**config.mk**
```make
export PLATFORM = sky130hd
export DESIGN_NAME = ber_test_ctrl_flat
export DESIGN_NICKNAME = d
export VERILOG_FILES = /design/src/rtl/ber_pkg.sv /design/src/rtl/ber_test_ctrl_if.sv /design/src/rtl/prbs16.sv /design/src/rtl/ber_test_ctrl.sv /design/src/flat_wrapper.sv
export SDC_FILE = /design/constraint.sdc
export NUM_CORES = 1
export LEC_CHECK = 0
export ABC_AREA = 1
export CELL_PAD_IN_SITES_DETAIL_PLACEMENT = 1
export CELL_PAD_IN_SITES_GLOBAL_PLACEMENT = 2
export CORE_MARGIN = 2
export CORE_UTILIZATION = 27
export DETAILED_ROUTE_END_ITERATION = 10
export GPL_TIMING_DRIVEN = 0
export PLACE_DENSITY = 0.75
export SKIP_CTS_REPAIR_TIMING = 1
export SYNTH_ARGS = -nofsm -noshare
export SYNTH_HDL_FRONTEND = slang
export SYNTH_HIERARCHICAL = 1
export SYNTH_SLANG_ARGS = --single-unit
export TNS_END_PERCENT = 10
```
**constraint.sdc**
```tcl
create_clock -name clk -period 2 [get_ports clk]
set_input_delay 0.5 -clock clk [delete_from_list [all_inputs] [get_ports clk]]
set_output_delay 0.5 -clock clk [all_outputs]
set_load 0.01 [all_outputs]
```
**src/rtl/ber_pkg.sv**
```systemverilog
// Shared types and constants for the BER test controller and its PRBS16 generator.
// Optional frame-error injection is enabled with the BER_CTRL_INJECT_EN macro.
package ber_pkg;

  typedef enum logic [2:0] {
    IDLE,
    CLEAR,
    SEND,
    WAIT_RX,
    FINISH
  } state_t;

  // Right-shift Fibonacci taps for x^16+x^14+x^13+x^11+1 (bits 0, 2, 3 and 5).
  localparam logic [15:0] LFSR_TAPS         = 16'h002D;
  localparam logic [15:0] LFSR_DEFAULT_SEED = 16'hACE1;

  function automatic logic prbs_feedback(input logic [15:0] value);
    return ^(value & LFSR_TAPS);
  endfunction

  // Every 8th frame (index 7, 15, ...) is corrupted when injection is built in.
  function automatic logic inject_hit(input logic [15:0] frame_idx);
    return frame_idx[2:0] == 3'b111;
  endfunction

endpackage

```
**src/rtl/ber_test_ctrl_if.sv**
```systemverilog
// Channel-side bundle of the BER test controller: transmit handshake, receive
// strobe and the aligned compare pair handed to the BER calculator.
interface ber_test_ctrl_if #(
  parameter int DATA_W = 16
);

  logic              tx_valid;
  logic              tx_ready;
  logic [DATA_W-1:0] tx_data;
  logic              rx_valid;
  logic [DATA_W-1:0] rx_data;
  logic              cmp_valid;
  logic [DATA_W-1:0] cmp_tx;
  logic [DATA_W-1:0] cmp_rx;

  modport master (
    output tx_valid, tx_data, cmp_valid, cmp_tx, cmp_rx,
    input  tx_ready, rx_valid, rx_data
  );

  modport slave (
    input  tx_valid, tx_data, cmp_valid, cmp_tx, cmp_rx,
    output tx_ready, rx_valid, rx_data
  );

endinterface

```
**src/rtl/prbs16.sv**
```systemverilog
// 16-bit Fibonacci PRBS generator; load restarts the sequence from SEED and
// enable advances it by one step.
module prbs16
  import ber_pkg::*;
#(
  parameter logic [15:0] SEED = LFSR_DEFAULT_SEED
) (
  input  logic        clk,
  input  logic        reset,
  input  logic        load,
  input  logic        enable,
  output logic [15:0] value
);

  // NOTE: sequential state uses non-blocking assignments so every register
  // samples pre-edge values, independent of block evaluation order.
  always_ff @(posedge clk) begin
    if (reset || load) begin
      value <= SEED;
    end else if (enable) begin
      value <= {prbs_feedback(value), value[15:1]};
    end
  end

endmodule

```
**src/rtl/ber_test_ctrl.sv**
```systemverilog
// BER test controller: sends PRBS frames, pairs each with its echo for the BER
// calculator and counts frames lost to timeout. BER_CTRL_INJECT_EN adds errors.
module ber_test_ctrl
  import ber_pkg::*;
#(
  parameter int          DATA_W      = 16,
  parameter int          TIMEOUT_CYC = 255,
  parameter logic [15:0] LFSR_SEED   = LFSR_DEFAULT_SEED
) (
  input  logic                   clk,
  input  logic                   reset,
  input  logic                   start,
  input  logic [15:0]            num_frames,
  ber_test_ctrl_if.master        bus,
  output logic                   ber_clear,
  output logic                   busy,
  output logic                   done,
  output logic [15:0]            timeouts
);

  localparam int TMR_W = (TIMEOUT_CYC < 2) ? 1 : $clog2(TIMEOUT_CYC);
  localparam logic [TMR_W-1:0] TMR_LAST = TMR_W'(TIMEOUT_CYC - 1);

  state_t            state;
  logic [15:0]       frames_lat;
  logic [15:0]       frame_cnt;
  logic [15:0]       frame_cnt_nxt;
  logic [TMR_W-1:0]  timer;
  logic [DATA_W-1:0] ref_q;
  logic [15:0]       lfsr_q;
  logic [DATA_W-1:0] lfsr_word;
  logic [DATA_W-1:0] tx_word;
  logic              lfsr_load;
  logic              lfsr_step;
  logic              timer_hit;

  assign lfsr_load     = (state == IDLE) && start && (num_frames != 16'd0);
  assign lfsr_step     = (state == SEND) && bus.tx_valid && bus.tx_ready;
  assign lfsr_word     = DATA_W'(lfsr_q);
  assign frame_cnt_nxt = frame_cnt + 16'd1;
  assign timer_hit     = (timer == TMR_LAST);

`ifdef BER_CTRL_INJECT_EN
  // Index of the frame about to be loaded into tx_data: 0 from CLEAR, else the
  // count of frames completed once the current one retires.
  logic [15:0] tx_idx;
  assign tx_idx  = (state == CLEAR) ? 16'd0 : frame_cnt_nxt;
  assign tx_word = lfsr_word ^ DATA_W'(inject_hit(tx_idx));
`else
  assign tx_word = lfsr_word;
`endif

  prbs16 #(
    .SEED (LFSR_SEED)
  ) u_prbs (
    .clk    (clk),
    .reset  (reset),
    .load   (lfsr_load),
    .enable (lfsr_step),
    .value  (lfsr_q)
  );

  always_ff @(posedge clk) begin
    if (reset) begin
      state         <= IDLE;
      bus.tx_valid  <= 1'b0;
      bus.tx_data   <= '0;
      bus.cmp_valid <= 1'b0;
      bus.cmp_tx    <= '0;
      bus.cmp_rx    <= '0;
      ber_clear     <= 1'b0;
      busy          <= 1'b0;
      done          <= 1'b0;
      timeouts      <= '0;
      frames_lat    <= '0;
      frame_cnt     <= '0;
      timer         <= '0;
      ref_q         <= '0;
    end else begin
      ber_clear     <= 1'b0;
      done          <= 1'b0;
      bus.cmp_valid <= 1'b0;

      unique case (state)
        IDLE: begin
          if (start) begin
            if (num_frames != 16'd0) begin
              frames_lat <= num_frames;
              busy       <= 1'b1;
              ber_clear  <= 1'b1;
              state      <= CLEAR;
            end else begin
              done <= 1'b1;
            end
          end
        end

        CLEAR: begin
          timeouts     <= '0;
          frame_cnt    <= '0;
          bus.tx_data  <= tx_word;
          bus.tx_valid <= 1'b1;
          state        <= SEND;
        end

        SEND: begin
          if (bus.tx_ready) begin
            ref_q        <= lfsr_word;
            bus.tx_valid <= 1'b0;
            timer        <= '0;
            state        <= WAIT_RX;
          end
        end

        WAIT_RX: begin
          // A receive on the last timeout cycle still counts as a receive.
          if (bus.rx_valid || timer_hit) begin
            if (bus.rx_valid) begin
              bus.cmp_valid <= 1'b1;
              bus.cmp_tx    <= ref_q;
              bus.cmp_rx    <= bus.rx_data;
            end else if (timeouts != 16'hFFFF) begin
              timeouts <= timeouts + 16'd1;
            end
            frame_cnt <= frame_cnt_nxt;
            if (frame_cnt_nxt == frames_lat) begin
              done  <= 1'b1;
              state <= FINISH;
            end else begin
              bus.tx_data  <= tx_word;
              bus.tx_valid <= 1'b1;
              state        <= SEND;
            end
          end else begin
            timer <= timer + 1'b1;
          end
        end

        FINISH: begin
          busy  <= 1'b0;
          state <= IDLE;
        end

        default: state <= IDLE;
      endcase
    end
  end

endmodule

```
**src/flat_wrapper.sv**
```systemverilog
// flat-port wrapper written by rule: the top's interface ports become plain ports
module ber_test_ctrl_flat import ber_pkg::*;
#(
  parameter int          DATA_W      = 16,
  parameter int          TIMEOUT_CYC = 255,
  parameter logic [15:0] LFSR_SEED   = LFSR_DEFAULT_SEED
)
  (clk, reset, start, num_frames, ber_clear, busy, done, timeouts, bus_tx_valid, bus_tx_data, bus_cmp_valid, bus_cmp_tx, bus_cmp_rx, bus_tx_ready, bus_rx_valid, bus_rx_data);
  ber_test_ctrl_if #(.DATA_W(DATA_W)) bus_i ();
  input  logic clk;
  input  logic reset;
  input  logic start;
  input  logic [15:0] num_frames;
  output logic ber_clear;
  output logic busy;
  output logic done;
  output logic [15:0] timeouts;
  output wire logic [$bits(bus_i.tx_valid)-1:0] bus_tx_valid;
  output wire logic [$bits(bus_i.tx_data)-1:0] bus_tx_data;
  output wire logic [$bits(bus_i.cmp_valid)-1:0] bus_cmp_valid;
  output wire logic [$bits(bus_i.cmp_tx)-1:0] bus_cmp_tx;
  output wire logic [$bits(bus_i.cmp_rx)-1:0] bus_cmp_rx;
  input wire logic [$bits(bus_i.tx_ready)-1:0] bus_tx_ready;
  input wire logic [$bits(bus_i.rx_valid)-1:0] bus_rx_valid;
  input wire logic [$bits(bus_i.rx_data)-1:0] bus_rx_data;
  assign bus_tx_valid = bus_i.tx_valid;
  assign bus_tx_data = bus_i.tx_data;
  assign bus_cmp_valid = bus_i.cmp_valid;
  assign bus_cmp_tx = bus_i.cmp_tx;
  assign bus_cmp_rx = bus_i.cmp_rx;
  assign bus_i.tx_ready = bus_tx_ready;
  assign bus_i.rx_valid = bus_rx_valid;
  assign bus_i.rx_data = bus_rx_data;
  ber_test_ctrl #(.DATA_W(DATA_W), .TIMEOUT_CYC(TIMEOUT_CYC), .LFSR_SEED(LFSR_SEED)) u_core (.clk(clk), .reset(reset), .start(start), .num_frames(num_frames), .bus(bus_i), .ber_clear(ber_clear), .busy(busy), .done(done), .timeouts(timeouts));
endmodule
```
==> key figures <==
Clock tree
  – Clock transition at the registers of the reported paths: 70 ps
  – Clock Path Buffers: 2
  – Clk_lat worst skew: 430 ps
  – Num CTS Buffers: 17
  – Clock sinks: 144
  – CTS tree: yes
  – Clock H-tree levels: 4
  – Root Buffer Master: clkbuf_16

Routing
  – Drt wl/cell: 15.1 um
  – Drt initial violations: 209
  – Final ANT Viol Nets: 0
  – Drt first pass iters: 4
  – Total Wirelength: 21600 um
  – DRC violations left: 0
  – Via count: 6566
  – DR vias/cell: 4.58

Global routing
  – Initial antenna violation count: 0
  – Total gr overflow: 0
  – Largest net degree at the start of global routing: 17
  – Vias in the first global route: 6639
  – GRT Util Overall: 0.168
  – First-pass GRT wire length: 34500 um

Floorplanning
  – Core area: 24200 um^2
  – Rows: 57
  – Die Span X: 161 um
  – Die Ht: 161 um
  – I/O pin total: 106
  – Full die area: 25800 um^2
  – Initial Util: 0.274

Placed design
  – Placement Setup Slack: -998 ps
  – Placed cell count: 1378
  – Gpl congestion: 0.775
  – Port Buffers: 103
  – DP Wirelength: 15900 um

Synth
  – Post-Syn Area: 6630 um^2
  – Synth Register Bits: 144
  – Mean Syn Cell Area: 6.97 um^2
  – Syn Inst Count: 951
  – Top cells by area, synth: dfxtp_1 43%, nand2_1 14%, a21oi_1 7.7%
  – Async set-reset flop share out of synthesis: 0
  – Cell accounting for the most synthesized area: dfxtp_1
  – Post-synthesis sequential area ratio: 0.435
  – Syn. warnings: 6
  – EDFF count, synth: 0
  – Yosys cell types: 45
  – Syn Nets: 992
  – Post-synth top area share: 0.435
  – Main synth FF type: dfxtp_1

Setup path
  – Critical Path AT: 2630 ps
  – Crit. End Element: register
  – R2R depth: 17
  – Worst Path Max Fanout: 7
  – Setup CP Type: register to register
  – Required time of the critical path: 2330 ps
  – CP Launch Type: register

Run status
  – Status: complete, but fails checks
  – Failing checks: negative setup slack

Timing
  – Fmax: 434 MHz
  – Final hold vios: 0
  – Minimum clock period: 2310 ps
  – Count of final setup violators: 22
  – Worst slew pin tran: 634 ps
  – Clk_skew: 12.5 ps
  – RSZ-0062 raised after global routing: yes
  – Crit share post-route: 1.15
  – Worst slew margin: 0.577
  – Pins Over Slew Limit: 0
  – Worst setup margin: -305 ps

Min path
  – Hold path depth: 3
  – Hold Path Class: primary input to register

Final layout
  – Most frequent cells in the layout: 234 x nand2_1, 132 x dfxtp_1, 101 x inv_1, 101 x a21oi_1, 89 x clkdlybuf4s50_1
  – Final Instance Count excl. Fillers: 1435
  – Layout Area Growth over Synthesis: 38.2%
  – Fillers: 3052
  – Commonest non-fill, non-tap cell in the layout: nand2_1
  – FF/Latch Area: 2900 um^2
  – Fin nets: 1139
  – Multi-input logic area: 3300 um^2
  – Fraction of layout cells with a size suffix above 1: 0.140
  – Ant diodes: 0

Pwr
  – Tot Pwr: 8.13 mW
  – Peak VDD IR: 524 uV
  – P_leak: 3.60 nW
  – PwrDens: 887 nW/um^2

Job
  – # Max-Cap Violations: 0
worst max-delay path: stages (launching register included):
cell,delay [ps]
dfxtp_4,390
ha_4,160
nand2_4,60
nor2_4,230
nand2_2,110
nand3_2,60
nand2_1,50
nor2_1,110
nand3_1,90
nor2_1,140
nand2_2,100
nor2_4,150
nand2_4,100
nand3_4,140
clkbuf_16,180
nand2_2,40
clkinv_1,40
nor2_1,40
state kept, by name, indices dropped and copies added (netlist names):
name,flops
u_core/busy,1
u_core/bus.tx_valid,1
u_core/bus.cmp_tx,16
u_core/ber_clear,1
u_core/frame_cnt,16
u_core/timer,8
u_core/timeouts,16
u_core/bus.cmp_valid,1
u_core/frames_lat,16
u_core/bus.cmp_rx,16
u_core/bus.tx_data,16
u_core/done,1
u_core/ref_q,16
u_core/u_prbs/value,16
u_core/state,3
Yosys cell counts, types with 8 or more instances:
cell type and n:
nand2_1 248, dfxtp_1 144, inv_1 106, a21oi_1 102
nand3_1 90, nor2_1 73, clkbuf_1 31, nand4_1 26
o21ai_0 25, nor3_1 13, clkinv_1 10, nand2_2 8
routing by layer:
layer  track usage  wire (um)
met1         0.213      10200
met2         0.295      10800
met3        0.0282        458
met4        0.0426        174
met5             0          0
logic make-up (layout without fill, tap and decap cells):
kind of cell | count (synthesis) | after routing | synth area share
adders and majority gates | 4 | 4 | 0.00755
AOI/OAI and AO/OA | 146 | 146 | 0.118
DFF | 144 | 144 | 0.435
and+or+nand+nor | 486 | 486 | 0.325
buffers and inverters | 161 | 321 | 0.0996
xor gates and xnor gates | 10 | 10 | 0.0155
per-stage QoR:
step / hold slack, ps / TNS, ps / util / area [um^2]
floorplan: 442 / -1.79 / - / 6650
global placement: 449 / -59990 / 0.333 / 8090
detailed placement: 458 / -61110 / 0.333 / 8090
CTS: 466 / -37040 / 0.358 / 8680
global route: 382 / -10950 / 0.378 / 9170
finish: 366 / -4780 / 0.378 / 9170
power breakdown:
part           internal, mW  total (mW)  switching [mW]
sequential             3.07        3.22           0.149
clock                  1.78        3.24            1.46
combinational         0.688        1.67           0.978
total                  5.54        8.13            2.59
worst paths after layout:
| kind | from | to | slack, ps |
|---|---|---|---|
| worst max register to register | u_core/frame_cnt[0]$_SDFFE_PP0P_ | u_core/bus.tx_data[8]$_SDFFE_PP0P_ | -310 |
| worst min-delay path | num_frames[7] | u_core/frames_lat[7]$_SDFFE_PP0P_ | 370 |
| worst min register to register | u_core/bus.cmp_tx[15]$_SDFFE_PP0P_ | u_core/bus.cmp_tx[15]$_SDFFE_PP0P_ | 460 |
| worst max-delay path | u_core/frame_cnt[0]$_SDFFE_PP0P_ | u_core/bus.tx_data[8]$_SDFFE_PP0P_ | -310 |
final cells by class:
class | count | area share
buffer | 41 | 0.0238
tap | 324 | 0.0442
clock buffer | 17 | 0.0464
timing repair buffer | 129 | 0.140
multi-input combinational | 646 | 0.360
sequential | 144 | 0.317
clock inverter | 15 | 0.0184
inverter | 119 | 0.0511
(Power assumes the default switching activity.)
